<file path="src/rtl/snake_pkg.sv">
// snake_pkg: shared constants and types for the snake direction controller.
// Holds the direction encoding, PS/2 set-2 scancodes and the prefix FSM states.
package snake_pkg;

    localparam int unsigned DIR_W = 2;
    localparam int unsigned SC_W  = 8;

    // Direction encoding
    localparam logic [DIR_W-1:0] DIR_UP    = 2'd0;
    localparam logic [DIR_W-1:0] DIR_RIGHT = 2'd1;
    localparam logic [DIR_W-1:0] DIR_DOWN  = 2'd2;
    localparam logic [DIR_W-1:0] DIR_LEFT  = 2'd3;

    // Set-2 scancodes
    localparam logic [SC_W-1:0] SC_EXT    = 8'hE0;
    localparam logic [SC_W-1:0] SC_BRK    = 8'hF0;
    localparam logic [SC_W-1:0] SC_SPACE  = 8'h29;
    localparam logic [SC_W-1:0] SC_ARR_UP = 8'h75;
    localparam logic [SC_W-1:0] SC_ARR_RT = 8'h74;
    localparam logic [SC_W-1:0] SC_ARR_DN = 8'h72;
    localparam logic [SC_W-1:0] SC_ARR_LT = 8'h6B;
    localparam logic [SC_W-1:0] SC_KEY_W  = 8'h1D;
    localparam logic [SC_W-1:0] SC_KEY_D  = 8'h23;
    localparam logic [SC_W-1:0] SC_KEY_S  = 8'h1B;
    localparam logic [SC_W-1:0] SC_KEY_A  = 8'h1C;

    typedef enum logic [1:0] {
        ST_IDLE    = 2'd0,
        ST_EXT     = 2'd1,
        ST_BRK     = 2'd2,
        ST_EXT_BRK = 2'd3
    } prefix_state_e;

    // Opposite directions differ only in bit 1
    function automatic logic is_reversal(input logic [DIR_W-1:0] a,
                                         input logic [DIR_W-1:0] b);
        return a == (b ^ 2'd2);
    endfunction

endpackage

</file>
<file path="src/rtl/dir_fifo.sv">
// dir_fifo: DEPTH x 2-bit synchronous FIFO holding queued snake turns.
// Ports: clk_i, rst_ni (sync, active-low), push_i/data_i, pop_i,
//        full_o, empty_o, head_o (oldest entry, valid when !empty_o).
// A push while full is accepted when a pop happens in the same cycle.
module dir_fifo
    import snake_pkg::*;
#(
    parameter int unsigned DEPTH = 2
) (
    input  logic             clk_i,
    input  logic             rst_ni,
    input  logic             push_i,
    input  logic [DIR_W-1:0] data_i,
    input  logic             pop_i,
    output logic             full_o,
    output logic             empty_o,
    output logic [DIR_W-1:0] head_o
);

    localparam int unsigned AW = (DEPTH > 1) ? $clog2(DEPTH) : 1;
    localparam int unsigned CW = AW + 1;

    logic [DIR_W-1:0] mem_q [DEPTH];
    logic [AW-1:0]    wr_ptr_q, rd_ptr_q;
    logic [CW-1:0]    count_q;
    logic             do_push, do_pop;

    assign full_o  = (count_q == CW'(DEPTH));
    assign empty_o = (count_q == '0);
    assign head_o  = mem_q[rd_ptr_q];

    assign do_pop  = pop_i & ~empty_o;
    assign do_push = push_i & (~full_o | do_pop);

    // Storage needs no reset; only pointers define validity
    always_ff @(posedge clk_i) begin
        if (do_push) begin
            mem_q[wr_ptr_q] <= data_i;
        end
    end

    // Pointers wrap naturally because DEPTH is a power of two
    always_ff @(posedge clk_i) begin
        if (!rst_ni) begin
            wr_ptr_q <= '0;
            rd_ptr_q <= '0;
            count_q  <= '0;
        end else begin
            if (do_push) wr_ptr_q <= wr_ptr_q + AW'(1);
            if (do_pop)  rd_ptr_q <= rd_ptr_q + AW'(1);
            unique case ({do_push, do_pop})
                2'b10:   count_q <= count_q + CW'(1);
                2'b01:   count_q <= count_q - CW'(1);
                default: count_q <= count_q;
            endcase
        end
    end

endmodule

</file>
<file path="src/rtl/snake_dir_ctrl.sv">
// snake_dir_ctrl: PS/2 set-2 keyboard to snake direction controller.
// Tracks E0/F0 prefixes, maps arrow (and optionally WASD) make codes to turns,
// rejects repeats and reversals, queues turns and releases one per tick.
// Ports: CLK, rst_n (sync, active-low), scancode/strobe from the decoder,
//        tick (game step), dir, dir_valid, paused, overflow (sticky).
// Build option: define SNAKE_WASD_EN to also steer with W/A/S/D.
module snake_dir_ctrl
    import snake_pkg::*;
#(
    parameter int unsigned     FIFO_DEPTH = 2,
    parameter logic [DIR_W-1:0] RESET_DIR = 2'd1
) (
    input  logic             CLK,
    input  logic             rst_n,
    input  logic [SC_W-1:0]  scancode,
    input  logic             strobe,
    input  logic             tick,
    output logic [DIR_W-1:0] dir,
    output logic             dir_valid,
    output logic             paused,
    output logic             overflow
);

    prefix_state_e    state_q, state_d;
    logic             strobe_q;
    logic [DIR_W-1:0] last_q, last_d;
    logic [DIR_W-1:0] dir_q, dir_d;
    logic             dir_valid_q, dir_valid_d;
    logic             paused_q, paused_d;
    logic             overflow_q, overflow_d;

    logic             byte_ev;
    logic             key_valid;
    logic [DIR_W-1:0] key_dir;
    logic             space_hit;
    logic             turn_ok, do_pop, push, drop;
    logic             fifo_full, fifo_empty;
    logic [DIR_W-1:0] fifo_head;

    assign byte_ev = strobe & ~strobe_q;

    // Prefix FSM state register
    always_ff @(posedge CLK) begin
        if (!rst_n) state_q <= ST_IDLE;
        else        state_q <= state_d;
    end

    // Prefix FSM next state and make-code decode
    always_comb begin
        state_d   = state_q;
        key_valid = 1'b0;
        key_dir   = DIR_UP;
        space_hit = 1'b0;
        if (byte_ev) begin
            unique case (state_q)
                ST_IDLE: begin
                    if (scancode == SC_EXT) begin
                        state_d = ST_EXT;
                    end else if (scancode == SC_BRK) begin
                        state_d = ST_BRK;
                    end else begin
                        space_hit = (scancode == SC_SPACE);
`ifdef SNAKE_WASD_EN
                        key_valid = 1'b1;
                        unique case (scancode)
                            SC_KEY_W: key_dir = DIR_UP;
                            SC_KEY_D: key_dir = DIR_RIGHT;
                            SC_KEY_S: key_dir = DIR_DOWN;
                            SC_KEY_A: key_dir = DIR_LEFT;
                            default:  key_valid = 1'b0;
                        endcase
`endif
                    end
                end
                ST_EXT: begin
                    if (scancode == SC_BRK) begin
                        state_d = ST_EXT_BRK;
                    end else if (scancode == SC_EXT) begin
                        state_d = ST_EXT;
                    end else begin
                        state_d   = ST_IDLE;
                        key_valid = 1'b1;
                        unique case (scancode)
                            SC_ARR_UP: key_dir = DIR_UP;
                            SC_ARR_RT: key_dir = DIR_RIGHT;
                            SC_ARR_DN: key_dir = DIR_DOWN;
                            SC_ARR_LT: key_dir = DIR_LEFT;
                            default:   key_valid = 1'b0;
                        endcase
                    end
                end
                // Byte after a break prefix is the released key: discard it
                default: state_d = ST_IDLE;
            endcase
        end
    end

    // Turn acceptance, queue control and output next-state
    always_comb begin
        turn_ok = key_valid & ~paused_q
                & (key_dir != last_q) & ~is_reversal(key_dir, last_q);
        do_pop  = tick & ~paused_q & ~fifo_empty;
        push    = turn_ok & (~fifo_full | do_pop);
        drop    = turn_ok & fifo_full & ~do_pop;

        last_d      = push ? key_dir : last_q;
        dir_d       = dir_q;
        dir_valid_d = 1'b0;
        if (tick && !paused_q) begin
            dir_valid_d = 1'b1;
            if (!fifo_empty) dir_d = fifo_head;
        end
        paused_d   = paused_q ^ space_hit;
        overflow_d = overflow_q | drop;
    end

    // strobe_q resets high so a strobe held across reset is not a new byte
    always_ff @(posedge CLK) begin
        if (!rst_n) begin
            strobe_q    <= 1'b1;
            last_q      <= RESET_DIR;
            dir_q       <= RESET_DIR;
            dir_valid_q <= 1'b0;
            paused_q    <= 1'b0;
            overflow_q  <= 1'b0;
        end else begin
            strobe_q    <= strobe;
            last_q      <= last_d;
            dir_q       <= dir_d;
            dir_valid_q <= dir_valid_d;
            paused_q    <= paused_d;
            overflow_q  <= overflow_d;
        end
    end

    dir_fifo #(
        .DEPTH (FIFO_DEPTH)
    ) u_fifo (
        .clk_i   (CLK),
        .rst_ni  (rst_n),
        .push_i  (push),
        .data_i  (key_dir),
        .pop_i   (do_pop),
        .full_o  (fifo_full),
        .empty_o (fifo_empty),
        .head_o  (fifo_head)
    );

    assign dir       = dir_q;
    assign dir_valid = dir_valid_q;
    assign paused    = paused_q;
    assign overflow  = overflow_q;

endmodule

</file>
<file path="config.mk">
export PLATFORM = sky130hd
export DESIGN_NAME = snake_dir_ctrl
export DESIGN_NICKNAME = d
export VERILOG_FILES = /design/src/rtl/snake_pkg.sv /design/src/rtl/dir_fifo.sv /design/src/rtl/snake_dir_ctrl.sv
export SDC_FILE = /design/constraint.sdc
export NUM_CORES = 1
export LEC_CHECK = 0
export ABC_AREA = 0
export CAP_MARGIN = 20
export CORE_ASPECT_RATIO = 1.1
export CORE_MARGIN = 10
export CORE_UTILIZATION = 50
export DETAILED_ROUTE_END_ITERATION = 10
export GPL_ROUTABILITY_DRIVEN = 0
export PLACE_DENSITY = 0.77
export SETUP_SLACK_MARGIN = 0.05
export SKIP_CTS_REPAIR_TIMING = 1
export SLEW_MARGIN = 10
export SYNTH_ARGS = -nofsm -noshare
export SYNTH_HDL_FRONTEND = slang
export SYNTH_SLANG_ARGS = --single-unit
</file>
<file path="constraint.sdc">
create_clock -name CLK -period 5.32 [get_ports CLK]
set_clock_uncertainty 0.15 [all_clocks]
set_input_delay 0.532 -clock CLK [delete_from_list [all_inputs] [get_ports CLK]]
set_output_delay 0.532 -clock CLK [all_outputs]
set_load 0.005 [all_outputs]
</file>
After elaboration in Yosys (flattened, before gate mapping)
Memories as Yosys holds them, arrays and structs flattened. A register that Yosys moved wholly into a read port is not among the register bits. Index checks and enable logic that the tools add are counted.

RAM bits: 4. Output and inout port bits: 5. Memories: 1. Flip-flop bits (word level): 12. Bits of input ports: 12. Logic and storage cells: 82.

Memory list: u_fifo.mem_q (words 2, width 2, rd ports 1, clocked after memory_dff 1, write ports 1, line dir_fifo.sv:23) `logic [DIR_W-1:0] mem_q [DEPTH];`.

Mux-type cells: 23. Equal/unequal tests: 14. Bitwise logic cells: 22. Add/subtract/negate cells: 4. Reduce and logical (&&, ||, !) cells: 9.

Operators with widths (count): equality test 8 x 7 -> 1 bit, second input constant (4); equality test 8 bit, second input constant (2); 2-to-1 mux 2 bit (7); 2-to-1 mux 1 bit (13); AND 1 bit (11); equality test 8 x 6 -> 1 bit, second input constant (1); case mux 2 bit (2 select lines) (2); inverter 1 bit (7); case mux 2 bit (3 select lines) (1); equality test 2 x 1 -> 1 bit, second input constant (2); equality test 2 bit, second input constant (2); zero test 2 bit (2); AND reduction 2 bit (2); OR reduction 4 bit (1); inequality test 3 bit, second input constant (1); bitwise OR 1 bit (3); adder 1 bit, second input constant (2); adder 2 x 1 -> 2 bit, second input constant (1); equality test 2 bit (1); zero test 1 bit (2); inequality test 2 bit (1); nonzero test 2 bit (1); subtractor 2 x 1 -> 2 bit, second input constant (1); logical AND 1 bit (1); bitwise XOR 1 bit (1).

Logic depth before layout (Yosys ltp)
Gate-level depths: netlist (run 1).

Depth in word-level cells: 14. Depth in mapped cells: 9. Gate-level depth less buffers: 8.

Cells and area by module
Synthesis (run 1) repeated with hierarchy kept, for this count alone.

Cell total of the unflattened synthesis: 93. Area, all modules: 904.6 sq um.

By module, submodules not included: snake_dir_ctrl (sequential area each 180.2 sq um, instances 1, area an instance 525.5 sq um, cells each 61); dir_fifo (sequential area each 220.2 sq um, instances 1, area an instance 379.1 sq um, cells each 32).

Least setup slack after synthesis (run 1)
Ideal clock, no wire load.

Path kind: input port to flip-flop. From: input scancode[7]. To: register u_fifo.count_q[1]. Buffers on the path: 1. Arrival time: 2478 ps. Setup time: 71 ps. Stages on the path: 8. Data required time: 5099 ps. Setup slack: 2621 ps. Cells stage by stage: nand4b_1 -> or4_4 -> buf_6 -> and3_2 -> o211ai_1 -> ha_1 -> or3_1 -> a21oi_1.

Cells in the longest elaborated chain, start to end: 14. Elaborated cells on any way between the ends: 29. Classes of those cells: eq/ne: 10; mux: 11; bitwise: 6; reduce/logical: 2.

RTL lines: start: declaration (line snake_dir_ctrl.sv:15) `input logic [SC_W-1:0] scancode,`; equality test 8 x 7 -> 1 bit (line snake_dir_ctrl.sv:83) `unique case (scancode)`; OR reduction 4 bit (no line); 2-to-1 mux 1 bit (line snake_dir_ctrl.sv:83); 2-to-1 mux 1 bit (line snake_dir_ctrl.sv:78) `end else if (scancode == SC_EXT) begin`; 2-to-1 mux 1 bit (line snake_dir_ctrl.sv:76) `if (scancode == SC_BRK) begin`; 2-to-1 mux 1 bit (line snake_dir_ctrl.sv:55) `unique case (state_q)`; 2-to-1 mux 1 bit (line snake_dir_ctrl.sv:54) `if (byte_ev) begin`; AND 1 bit (line snake_dir_ctrl.sv:100) `turn_ok = key_valid & ~paused_q`; AND 1 bit (line snake_dir_ctrl.sv:101) `& (key_dir != last_q) & ~is_reversal(key_dir, last_q);`; AND 1 bit (*) (line snake_dir_ctrl.sv:101); AND 1 bit (*) (line snake_dir_ctrl.sv:103) `push = turn_ok & (~fifo_full | do_pop);`; AND 1 bit (*) (line dir_fifo.sv:33) `assign do_push = push_i & (~full_o | do_pop);`; equality test 2 x 1 -> 1 bit or equality test 2 bit (tied branches) (line dir_fifo.sv:51) `unique case ({do_push, do_pop})`; case mux 2 bit (2 select lines) or nonzero test 2 bit (tied branches); end signal: assignment (line dir_fifo.sv:52) `2'b10: count_q <= count_q + CW'(1);`; end signal: assignment (line dir_fifo.sv:53) `2'b01: count_q <= count_q - CW'(1);`; end signal: assignment (line dir_fifo.sv:54) `default: count_q <= count_q;`; end: declaration (line dir_fifo.sv:25) `logic [CW-1:0] count_q;`.

Every way passes the cells marked *; elsewhere a longest branch is shown, timed or not. A chain may end at the register's enable or synchronous reset.

Final worst setup path (run 1)
From: input scancode[2]. To: register u_fifo.count_q[1].

The elaborated chain is that of the path after synthesis.

==> results of run 1 <==
-- per-stage QoR --
stage / total power [uW] / setup WS, ps / cells / hold slack [ps] / util [%]
floorplan: 143.3 / 2621 / 97 / 292.5 / -
global placement: 156.6 / 2132 / 130 / 297.1 / 61.29
detailed placement: 156.8 / 2087 / 130 / 307.6 / 61.29
CTS: 222.3 / 2389 / 134 / 328.2 / 62.78
global route: 231.7 / 2187 / 134 / 355.0 / 62.78
finish: 220.0 / 2386 / 134 / 325.5 / 62.78
-- cell type report --
cell class / instances / area, um^2 / share of cell area, %
Tap cell: 18 / 22.52 / 2.036
Timing Repair Buffer: 16 / 160.2 / 14.48
Inverter: 5 / 18.77 / 1.697
Sequential cell: 17 / 380.4 / 34.39
Clock buffer: 4 / 26.28 / 2.376
Multi-Input combinational cell: 74 / 498.0 / 45.02
-- worst max-delay path, delay by kind of cell --
| kind | cells | cell delay (ps) |
|---|---|---|
| simple gates | 4 | 1330 |
| buf+inv | 1 | 490 |
| compound gates | 2 | 340 |
| fa+ha+maj | 1 | 300 |
-- registers in the layout (all words and copies together), names as in the netlist, 2 cells and up --
| name | flops |
|---|---|
| dir | 2 |
| u_fifo.count_q | 2 |
| state_q | 2 |
| u_fifo.mem_q | 4 |
-- metal layers --
| metal | wire [um] | global-route usage, % |
|---|---|---|
| met1 | 839 | 11.99 |
| met2 | 904 | 16.84 |
| met3 | 111 | 2.534 |
| met4 | 55 | 7.692 |
| met5 | 0 | 0 |
-- final timing paths --
path / to / start
max: u_fifo.count_q[1]$_SDFFE_PN0P_ / scancode[2]
min: overflow$_SDFF_PN0_ / overflow$_SDFF_PN0_
max reg2reg: u_fifo.count_q[1]$_SDFFE_PN0P_ / state_q[1]$_SDFFE_PN0P_
min reg2reg: overflow$_SDFF_PN0_ / overflow$_SDFF_PN0_
-- power groups by stage --
stage | combinational [uW] | clock (uW) | sequential [uW]
CTS | 21.0 | 68.5 | 133
global placement | 20.7 | 0 | 136
floorplan | 7.48 | 0 | 136
finish | 20.9 | 66.2 | 133
global route | 22.6 | 76.1 | 133
detailed placement | 20.9 | 0 | 136
-- cell families (layout without fill, tap and decap cells) --
| logic type | after synthesis | after routing | share of synthesized area [%] |
|---|---|---|---|
| simple gates | 42 | 42 | 28.10 |
| compound gates | 25 | 25 | 19.28 |
| flops | 17 | 17 | 41.87 |
| buf+inv | 6 | 25 | 3.305 |
| xor+xnor | 4 | 4 | 3.857 |
| mux | 2 | 2 | 2.204 |
| fa+ha+maj | 1 | 1 | 1.377 |
-- synthesized netlist by cell type, types with 2 or more instances --
master     n  area (um^2)
o21ai_0    3        15.01
dfxtp_1   13        260.3
xnor2_1    2        17.52
or2b_1     2        15.01
nand4_1    2        12.51
a21oi_1    9        45.04
mux2i_1    2        20.02
nand3_1    2        10.01
nand2b_1   3        18.77
a21o_1     2        15.01
nor2_1    11        41.29
xor2_1     2        17.52
nor3_1     2        10.01
inv_1      4        15.01
nand2_1    5        18.77
nor3b_1    2        15.01
edfxtp_1   4        120.1
==> reports/qor.csv, run 1 <==
metric,value,unit
Num CTS Buffers,3,
Hold WC Path Type,flip-flop to flip-flop,
crit path capture type,flip-flop,
critical path's slowest cell,clkdlybuf4s50_1,
Leak Pwr,0.0003690,uW
r2r setup slk,2950,ps
clock-pin slew on the worst setup and hold paths,90,ps
Worst slew margin,72.41,%
sequential power share,60.4,%
hpwl dp,1.546,mm
DRC,0,
largest vdd supply drop,0.1339,mV
Critical Path RT,5390,ps
Die Wd,60.64,um
GR Util All Layers,10.67,%
Slew Limit Fails,0,
fill count,171,
Routed WL per cell,14.25,um
antenna violations before repair,0,
die area,3924,um^2
"Remaining Overflow, GRT",0,
CTS tree,done,
Critical Path AT,3000,ps
first-pass GRT wire length,3.291,mm
share of layout cells above drive strength 1,9.483,%
CTS Buffer Depth,2,
status,"complete, no violations",
Synth Flop Type,dfxtp_1,
syn nets,110,
Unique masters post-synth,44,
P&R area growth vs syn,21.76,%
"most common cell after layout, fill and taps aside",clkdlybuf4s50_1,
Clock power frac,30.1,%
# diodes,0,
unrepaired setup endpoints after global routing,false,
worst-path fanout max,7,
CORE AREA,1762,um^2
Post-synth EDFFs,4,
placed cell area,1080,um^2
"Setup violations, final",0,
largest net degree at the start of global routing,10,
Root Buffer,clkbuf_4,
Final min period,2934,ps
DR iter-0 viols,19,
PwrDens,198.9,nW/um^2
post-synthesis instance total,97,
worst-skew pair later-pin latency,280,ps
CP cell instances,clkdlybuf4s50_1 -> or2b_1 -> or4_4 -> and3_2 -> o211ai_1 -> ha_1 -> or3_1 -> a21oi_1,
Nets,130,
CTS H-tree depth,1,
Setup crit start kind,primary input,
Sink Count,17,
hold path cells,1,
starting density of the core,51.56,%
total wire length,1.910,mm
via count,767,
vias in the first global route,783,
Worst Tran Pin Value,403.4,ps
Port Buffers,16,
synth warn,0,
Reg2Reg Depth,7,
"Seq/Total Area, Yosys",41.87,%
vias per inst,5.724,
Post-Syn Area,908.4,um^2
"Async S/R FF share, synth",0,%
Comb power frac,9.5,%
Row Count,16,
max incr delay on CP,490,ps
I/O pins,17,
TritonRoute pass-1 iters,4,
Max-cap violations,0,
"commonest cells after routing, fill and taps aside","clkdlybuf4s50_1 (16), dfxtp_1 (13), nor2_1 (11)",
fin area,1106,um^2
Avg Inst Size Synth,9.365,um^2
Cell Int Power,173.3,uW
WS Path Type,primary input to flip-flop,
Die H,64.71,um
switch share,21.21,%
period utilization,55.15,%
Max Fclk,0.3408,GHz
Hold Fails Final Rpt,0,
setup_tns,0,ps
ANT nets after route,0,
Yosys reg bits,17,
switching power,46.65,uW
No activity file was read; power rests on OpenSTA's default activity.
==> run 2: changes to the inputs <==
Settings changed: CORE_UTILIZATION 50 to 45, PLACE_DENSITY 0.77 to 0.73.
Clock period 5.32 ns to 2.4 ns, I/O delays scaled along.
==> run 2 against run 1 <==
Effect of this change:
- combinational power increased to 2.8 times the previous value
- cell count increased by 22%
- sequential cell count unchanged
- register-to-register slack got worse by 2700 ps
- sequential share of layout area decreased by 5.2 points
- utilization increased by 3.9 points
- routed wire length increased by 14%
- non-clock buffer count increased by 20
- die area increased by 7.5%
- critical path depth unchanged
- critical endpoint unchanged
- largest cell class unchanged
==> reports/qor.csv, run 2 (synthesis results as in run 1) <==
metric,value,unit
number of flip-flops in the largest register,4,
GR Util All Layers,10.53,%
Leak Pwr,0.0005249,uW
Worst Tran Pin Value,403.3,ps
unrepaired setup endpoints after global routing,false,
Crit path depth,8,
fill count,162,
placed cell area,1224,um^2
starting density of the core,46.42,%
largest vdd supply drop,0.2556,mV
Root Buffer,clkbuf_4,
register bank with the most flops,u_fifo.mem_q,
CORE AREA,1957,um^2
ANT nets after route,0,
"most common cell after layout, fill and taps aside",buf_4,
switching power,123.7,uW
Cell Int Power,390.0,uW
CP Buf/Inv Count,1,
Max-cap violations,0,
reg-to-reg endpoint,u_fifo.count_q[1]$_SDFFE_PN0P_,
# diodes,0,
Max Fclk,0.4441,GHz
Layout Cells excl Fill,164,
CTS Buffer Depth,2,
"worst slack, placed",-467.8,ps
via count,851,
DRC,0,
Die H,67.12,um
PwrDens,393.7,nW/um^2
Port Buffers,16,
fin area,1305,um^2
period utilization,93.83,%
Critical Path RT,2480,ps
P&R area growth vs syn,43.66,%
Placed Cells,157,
CP cell instances,buf_4 -> or2b_1 -> or4_4 -> and3_4 -> o211ai_1 -> ha_1 -> or3_1 -> a21oi_1,
sequential power share,57.4,%
I/O pins,17,
antenna violations before repair,0,
Final Worst Setup Slack,148.0,ps
Reg2Reg Depth,8,
first-pass GRT wire length,3.601,mm
critical path's slowest cell,or4_4,
Die Wd,62.84,um
Sink Count,17,
crit path capture type,flip-flop,
"Setup violations, final",0,
"Remaining Overflow, GRT",0,
Routed WL per cell,13.33,um
Slew Limit Fails,0,
max incr delay on CP,560,ps
Worst slew margin,72.76,%
switch share,24.08,%
CTS tree,done,
Setup crit start kind,primary input,
largest net degree at the start of global routing,11,
"commonest cells after routing, fill and taps aside","buf_4 (21), dfxtp_1 (13), nor2_1 (11)",
hpwl dp,1.714,mm
Nets,150,
worst-skew pair later-pin latency,300,ps
CTS H-tree depth,1,
WS Path Type,primary input to flip-flop,
vias per inst,5.189,
share of layout cells above drive strength 1,26.47,%
Crit path max-delay family,simple AND/OR/NAND/NOR gates,
RR Startpoint,state_q[1]$_SDFFE_PN0P_,
Row Count,17,
clock-pin slew on the worst setup and hold paths,100,ps
worst-path fanout max,4,
die area,4217,um^2
r2r setup slk,250,ps
total wire length,2.186,mm
Critical Path AT,2330,ps
Num CTS Buffers,3,
Hold WC Path Type,primary input to flip-flop,
Final min period,2252,ps
Total Power,513.7,uW
TritonRoute pass-1 iters,4,
Hold Fails Final Rpt,0,
vias in the first global route,811,
DR iter-0 viols,19,
Fin Hold WS,159.4,ps
Clock power frac,31.2,%
Min-Delay Endpoint,u_fifo.mem_q[0][1]$_DFFE_PP_,
Comb power frac,11.4,%
status,"complete, no violations",
hold path cells,3,
worst hold start,scancode[1],
run 2: changes by cell type in the layout (fill, tap and decap cells not counted):
cell,change
buf_4,+21
clkdlybuf4s50_1,-8
dlymetal6s2s_1,+6
a21oi_1,-2
a21oi_2,+2
and3_2,-1
and3_4,+1
buf_6,+1
clkbuf_1,-1
clkinv_2,+1
o311ai_2,-1
o311ai_4,+1
run 2: cell type report:
type	instances	area, um^2	share of cell area, %
Inverter	5	18.77	1.438
Multi-Input combinational cell	74	519.2	39.79
Clock buffer	3	22.52	1.726
Timing Repair Buffer	36	324.1	24.83
Sequential cell	17	380.4	29.15
Tap cell	28	35.03	2.685
Clock inverter	1	5.005	0.3835
run 2: routing by layer:
metal | track usage (%) | up-vias | wire length (um)
met5 | 0 | - | 0
met3 | 1.843 | 3 | 110
li1 | - | 435 | -
met2 | 19.10 | 20 | 1123
met1 | 11.30 | 393 | 923
met4 | 6.704 | 0 | 27
run 2: worst max path at each step:
stage | end | start
4_1_cts | u_fifo.count_q[1]$_SDFFE_PN0P_ | scancode[5]
3_5_place_dp | u_fifo.count_q[1]$_SDFFE_PN0P_ | scancode[5]
3_3_place_gp | u_fifo.count_q[1]$_SDFFE_PN0P_ | scancode[7]
6_report | u_fifo.count_q[1]$_SDFFE_PN0P_ | scancode[2]
2_1_floorplan | u_fifo.count_q[1]$_SDFFE_PN0P_ | scancode[7]
5_1_grt | u_fifo.count_q[1]$_SDFFE_PN0P_ | scancode[2]
run 2: power groups by stage:
stage	combinational, uW	sequential (uW)	clock [uW]
floorplan	16.7	301	0
CTS	57.8	295	160
global placement	56.4	301	0
detailed placement	57.6	301	0
finish	58.5	295	160
global route	64.4	295	172
run 2: worst min-delay path: stages:
cell     delay, ps
buf_6          100
nand2_1         50
nor3_1          50
run 2: per-stage QoR:
step           utilization (%)  TNS, ps
2_1_floorplan                -        0
3_3_place_gp             62.53    -1098
3_5_place_dp             62.53    -1487
4_1_cts                  63.94   -214.8
5_1_grt                  66.69        0
6_report                 66.69        0
